===== config.mk =====
export PLATFORM = sky130hd
export DESIGN_NAME = bus_source_arbiter_flat
export DESIGN_NICKNAME = d
export VERILOG_FILES = /design/src/rtl/bus_source_arbiter_if.sv /design/src/rtl/bus_source_arbiter.sv /design/src/flat_wrapper.sv
export SDC_FILE = /design/constraint.sdc
export NUM_CORES = 1
export LEC_CHECK = 0
export ABC_AREA = 1
export BUFFER_PORTS_ARGS = -buffer_cell sky130_fd_sc_hd__buf_2
export CORE_ASPECT_RATIO = 1.1
export CORE_MARGIN = 1
export CORE_UTILIZATION = 30
export DETAILED_ROUTE_END_ITERATION = 10
export PLACE_DENSITY = 0.62
export SKIP_LAST_GASP = 1
export SLEW_MARGIN = 20
export SYNTH_ARGS = -nofsm -noshare
export SYNTH_HDL_FRONTEND = slang
export SYNTH_SLANG_ARGS = --single-unit

===== constraint.sdc =====
create_clock -name clk -period 5.6 [get_ports clk]
set_input_delay 1.12 -clock clk [delete_from_list [all_inputs] [get_ports clk]]
set_output_delay 1.12 -clock clk [all_outputs]
set_load 0.005 [all_outputs]

===== src/rtl/bus_source_arbiter_if.sv =====
// Bus-source arbitration bundle: request/hold in, registered select/grant/status out.
// Latency: none (wires only).
// Backpressure: none; requests are level signals resampled every cycle.
interface bus_source_arbiter_if #(
  parameter int N_SRC = 32,
  parameter int SEL_W = 5
) ();
  logic [N_SRC-1:0] req;
  logic             hold;
  logic [SEL_W-1:0] sel;
  logic [N_SRC-1:0] grant;
  logic             valid;
  logic             multi;

  // Control unit side: raises requests, reads back the granted source.
  modport master (output req, hold, input sel, grant, valid, multi);
  // Arbiter side.
  modport slave  (input req, hold, output sel, grant, valid, multi);
endinterface


===== src/rtl/bus_source_arbiter.sv =====
// Registered bus-source arbiter: fixed priority (highest index) or round-robin, with grant-hold.
// Latency: 1 cycle from req/hold sampled at an edge to sel/grant/valid/multi; no comb path req->out.
// Backpressure: none; hold keeps the current grant while its request stays high.
// Optional macro BUS_ARB_CONFLICT_CNT_EN adds a saturating 16-bit conflict counter output.
module bus_source_arbiter #(
  parameter int N_SRC   = 32,
  parameter int SEL_W   = 5,
  parameter int RR_MODE = 0
) (
  input  logic                  clk,
  input  logic                  clr,
  bus_source_arbiter_if.slave   bus
`ifdef BUS_ARB_CONFLICT_CNT_EN
  ,
  output logic [15:0]           conflict_cnt
`endif
);

  // Reject configurations whose select cannot encode every source.
  generate
    if (SEL_W < $clog2(N_SRC)) begin : g_selw_chk
      $error("bus_source_arbiter: SEL_W=%0d too narrow for N_SRC=%0d", SEL_W, N_SRC);
    end
    if (N_SRC < 2 || N_SRC > 64) begin : g_nsrc_chk
      $error("bus_source_arbiter: N_SRC=%0d outside 2..64", N_SRC);
    end
  endgenerate

  typedef enum logic {IDLE = 1'b0, GRANT = 1'b1} state_t;

  state_t           state_q, state_d;
  logic [SEL_W-1:0] sel_q, sel_d;
  logic [N_SRC-1:0] grant_q, grant_d;
  logic             valid_q, valid_d;
  logic             multi_q, multi_d;
  logic [SEL_W-1:0] rr_ptr_q, rr_ptr_d;
  logic [SEL_W-1:0] win;
  logic             req_any;
  logic             req_multi;

  assign req_any   = |bus.req;
  // More than one bit set iff clearing the lowest set bit leaves something behind.
  assign req_multi = |(bus.req & (bus.req - N_SRC'(1)));

  // Winner of a fresh arbitration over the current request vector.
  always_comb begin : p_winner
    int idx;
    idx = 0;
    win = '0;
    if (RR_MODE != 0) begin
      // Downward scan from rr_ptr-1 with wrap; iterate the scan backwards so the
      // last assignment made is the first hit in scan order.
      for (int k = N_SRC; k >= 1; k--) begin
        idx = (int'(rr_ptr_q) + N_SRC - k) % N_SRC;
        if (bus.req[idx]) win = SEL_W'(idx);
      end
    end else begin
      for (int i = 0; i < N_SRC; i++) begin
        if (bus.req[i]) win = SEL_W'(i);
      end
    end
  end

  // Next-state and registered-output decode for the IDLE/GRANT machine.
  always_comb begin
    state_d  = state_q;
    sel_d    = sel_q;
    grant_d  = grant_q;
    valid_d  = valid_q;
    rr_ptr_d = rr_ptr_q;
    multi_d  = req_multi;
    case (state_q)
      IDLE: begin
        // hold has no meaning without a current grant.
        if (req_any) begin
          state_d  = GRANT;
          sel_d    = win;
          grant_d  = N_SRC'(1) << win;
          valid_d  = 1'b1;
          rr_ptr_d = win;
        end else begin
          sel_d   = '0;
          grant_d = '0;
          valid_d = 1'b0;
        end
      end
      GRANT: begin
        if (bus.hold && bus.req[sel_q]) begin
          // Keep the bus with the current owner; pointer is frozen too.
          state_d = GRANT;
        end else if (!req_any) begin
          state_d = IDLE;
          sel_d   = '0;
          grant_d = '0;
          valid_d = 1'b0;
        end else begin
          sel_d    = win;
          grant_d  = N_SRC'(1) << win;
          valid_d  = 1'b1;
          rr_ptr_d = win;
        end
      end
      default: begin
        state_d = IDLE;
        sel_d   = '0;
        grant_d = '0;
        valid_d = 1'b0;
      end
    endcase
  end

  // State, output and round-robin pointer registers; clr clears everything at once.
  always_ff @(posedge clk or posedge clr) begin
    if (clr) begin
      state_q  <= IDLE;
      sel_q    <= '0;
      grant_q  <= '0;
      valid_q  <= 1'b0;
      multi_q  <= 1'b0;
      rr_ptr_q <= '0;
    end else begin
      state_q  <= state_d;
      sel_q    <= sel_d;
      grant_q  <= grant_d;
      valid_q  <= valid_d;
      multi_q  <= multi_d;
      rr_ptr_q <= rr_ptr_d;
    end
  end

  assign bus.sel   = sel_q;
  assign bus.grant = grant_q;
  assign bus.valid = valid_q;
  assign bus.multi = multi_q;

`ifdef BUS_ARB_CONFLICT_CNT_EN
  logic [15:0] conflict_cnt_q;

  // Count cycles with competing requests, sticking at all-ones.
  always_ff @(posedge clk or posedge clr) begin
    if (clr) begin
      conflict_cnt_q <= '0;
    end else if (req_multi && (conflict_cnt_q != 16'hFFFF)) begin
      conflict_cnt_q <= conflict_cnt_q + 16'd1;
    end
  end

  assign conflict_cnt = conflict_cnt_q;
`endif

endmodule

===== src/flat_wrapper.sv =====
// flat-port wrapper written by rule: the top's interface ports become plain ports
module bus_source_arbiter_flat 
#(
  parameter int N_SRC   = 32,
  parameter int SEL_W   = 5,
  parameter int RR_MODE = 0
)
  (clk, clr, bus_req, bus_hold, bus_sel, bus_grant, bus_valid, bus_multi);
  bus_source_arbiter_if #(.N_SRC(N_SRC), .SEL_W(SEL_W)) bus_i ();
  input  logic clk;
  input  logic clr;
  input wire logic [$bits(bus_i.req)-1:0] bus_req;
  input wire logic [$bits(bus_i.hold)-1:0] bus_hold;
  output wire logic [$bits(bus_i.sel)-1:0] bus_sel;
  output wire logic [$bits(bus_i.grant)-1:0] bus_grant;
  output wire logic [$bits(bus_i.valid)-1:0] bus_valid;
  output wire logic [$bits(bus_i.multi)-1:0] bus_multi;
  assign bus_i.req = bus_req;
  assign bus_i.hold = bus_hold;
  assign bus_sel = bus_i.sel;
  assign bus_grant = bus_i.grant;
  assign bus_valid = bus_i.valid;
  assign bus_multi = bus_i.multi;
  bus_source_arbiter #(.N_SRC(N_SRC), .SEL_W(SEL_W), .RR_MODE(RR_MODE)) u_core (.clk(clk), .clr(clr), .bus(bus_i));
endmodule

==> results.yml <==
clocking:
  cts_buffers: 5
  cts_tree: "yes"
  post_cts_buffers: 0
  clk_latency_ns: 0.29
  cts.clk_slew.worst_paths_ns: 0.07
  clkSinkCount: 40
  htreeDepth: 2
  cts_buffer_depth: 2
  cts_root_buf: "clkbuf_8"
  cts_resized: 0
  ctsHoldBuffers: 0
placement:
  dpl.hpwl_um: 5867
  placement.cell_area_um2: 3191
  numPortBuffers: 73
  dp.cells: 587
  gp_congestion: 0.8699
  place_ws_ns: 1.973
die:
  fp.dieW_um: 92.65
  initial_core_util_pct: 30.71
  pin_count: 74
  die_area_um2: 9422
  rows: 36
  core-area_um2: 8828
  die_h_um: 101.7
route:
  drt_iter0_markers: 211
  dr_total_vias: 2854
  dr.pass1.iters: 4
  drtAntennaViolNets: 0
  routed_via_density: 4.797
  drc_errors: 0
  avgRoutedWirePerCell_um: 12.82
  finalWirelength_um: 7628
global_route:
  grt_use_met2_pct: 29.00
  grt_start_max_net_pins: 41
  grt_busiest_layer: "met2"
  use_met3_pct: 3.754
  grt_pass1_vias: 2686
  grt_pass1_wl_um: 12660
  grt_usage_pct: 16.75
  antenna_found_initial: 0
  grt-ovfl-total: 0
  use_met1_pct: 21.67
timing:
  fin_skew_ns: 0.001472
  worst_pin_slew_ns: 0.9561
  fin_crit_ns: 3.301
  rsz0062_at_grt: "no"
  tns_ns: 0
  setup-violations-final: 0
  hold_viol: 0
  fmax_mhz: 302.9
  relSlewSlack_pct: 36.26
  fin_crit_sh_pct: 58.95
  worst_slack_ns: 2.299
  drv_slew: 0
final_layout:
  final_area_um2: 3281
  drive_above_1_share_pct: 22.66
  antenna_cells: 0
  nets: 515
  fin_cells: 595
  fillers: 1014
  area_growth_pct: 21.00
critical_path:
  crit_type: "in -> reg"
  startpoint_type: "primary input"
  required_ns: 5.74
  endpoint_kind: "register"
  arrival_ns: 3.45
  path_max_fanout: 5
synth:
  synth-seq-area-share_pct: 36.92
  yosys.area_share.simple_pct: 34.38
  synth_area_leaders: "dfrtp_1, nand2_1, inv_1"
  synth_commonest_cells: "nand2_1, inv_1, nor2_1"
  synth_xor_area_share_pct: 0
  async_flop_share_pct: 100.0
  syn_area_per_cell_um2: 6.645
  yosysMostFrequentCell: "nand2_1"
  synth_area_um2: 2711
  synthMuxAreaShare_pct: 0
  syn_inst: 408
  yosysUniqueCellTypes: 35
  ys_ff_latch: 40
  syn-num-nets: 443
  synth_edf_count: 0
  synthAdderAreaFrac_pct: 0
  synth_top_cell_area_share_pct: 36.92
  synth-compound-area-share_pct: 17.95
  synth.largest_area_cell: "dfrtp_1"
  synth_top_family_by_area: "simple AND/OR/NAND/NOR gates"
  ys.flop_type: "dfrtp_1"
  yosysWarningCount: 0
power:
  peakVddDrop_uv: 149.7
  finalPower_uw: 901.9
  p_leak_uw: 0.001718
  power_density_nw_per_um2: 274.9
status:
  outcome: "completed"
hold_path:
  min-delay-path-class: "reg -> reg"
run:
  maxCapViolations: 0
## kinds of logic (layout without fill, tap and decap cells)
| family | Yosys count | count (layout) |
|---|---|---|
| AO/OA/AOI/OAI | 85 | 85 |
| buffers and inverters | 77 | 150 |
| flip-flops | 40 | 40 |
| AND/OR/NAND/NOR | 206 | 206 |
## flip-flops by register name, indices dropped and copies added (netlist names)
signal	flops
u_core.bus.grant	32
u_core.bus.sel	5
u_core.bus.multi	1
u_core.bus.valid	1
u_core.state_q	1
## per-layer routing
layer	vias up	share of wire, %
met5	-	0
met4	0	0.81
met3	8	5.3
met2	77	48
met1	1303	46
li1	1466	-
## cell usage in the layout, fill, tap and decap left out, drive strengths merged
cell       n
nand2    103
buf       74
inv       64
nor2      50
o21ai     41
dfrtp     40
nand3     32
a21oi     24
nand4     13
clkbuf     8
o21bai     7
nor3       6
clkinv     4
a21boi     3
a31oi      2
nor4       2
o211ai     1
o31ai      1
o22ai      1
o2111ai    1
a2111o     1
a2111oi    1
a221oi     1
o2111a     1
## path summary, 6_finish.rpt
kind | startpoint | endpoint | slack [ns] | cells after the start
worst max-delay path | bus_req[3] | u_core.bus.multi | 2.30 | 17
worst min-delay path | u_core.bus.grant[2] | u_core.bus.grant[2] | 0.49 | 2
worst max register to register | u_core.bus.sel[0] | u_core.bus.grant[15] | 2.49 | 11
worst min register to register | u_core.bus.grant[2] | u_core.bus.grant[2] | 0.49 | 2
max in group asynchronous | clr | u_core.bus.multi | 4.32 | 3
min in group asynchronous | clr | u_core.bus.grant[16] | 0.94 | 3
## area by class of cell
class	count	area [um^2]	area share, %
multi-input cells	291	1419	43.25
clock buffers	8	90.09	2.746
inverters	68	255.2	7.780
well taps	114	142.6	4.348
repair buffers	74	372.9	11.37
flip-flops and latches	40	1001	30.51
## worst max-delay path, cell delays in order
cell and delay (ns):
buf_2 0.13, nor4_1 0.26, inv_1 0.09, nor2_1 0.09, nand2_1 0.11, inv_2 0.07, nand4_2 0.08, nor3_2 0.17
nand2_1 0.11, nor3_2 0.15, nand3_1 0.16, nor2_1 0.18, nand4_1 0.09, nand2_1 0.08, nand4_1 0.10, nor4_1 0.30
nand4_1 0.15
## per-stage QoR
step                hold slack, ns  util, %
floorplan                   0.4654        -
global placement            0.4551    36.14
detailed placement          0.4655    36.14
CTS                         0.4951    37.16
global route                0.5125    37.16
finish                      0.4869    37.16
## report_power, final
part	internal [uW]	switching (uW)	total [uW]
sequential	316	41.1	357
combinational	109	239	348
clock	100	95.6	196
total	526	376	902
(Power assumes the default switching activity.)
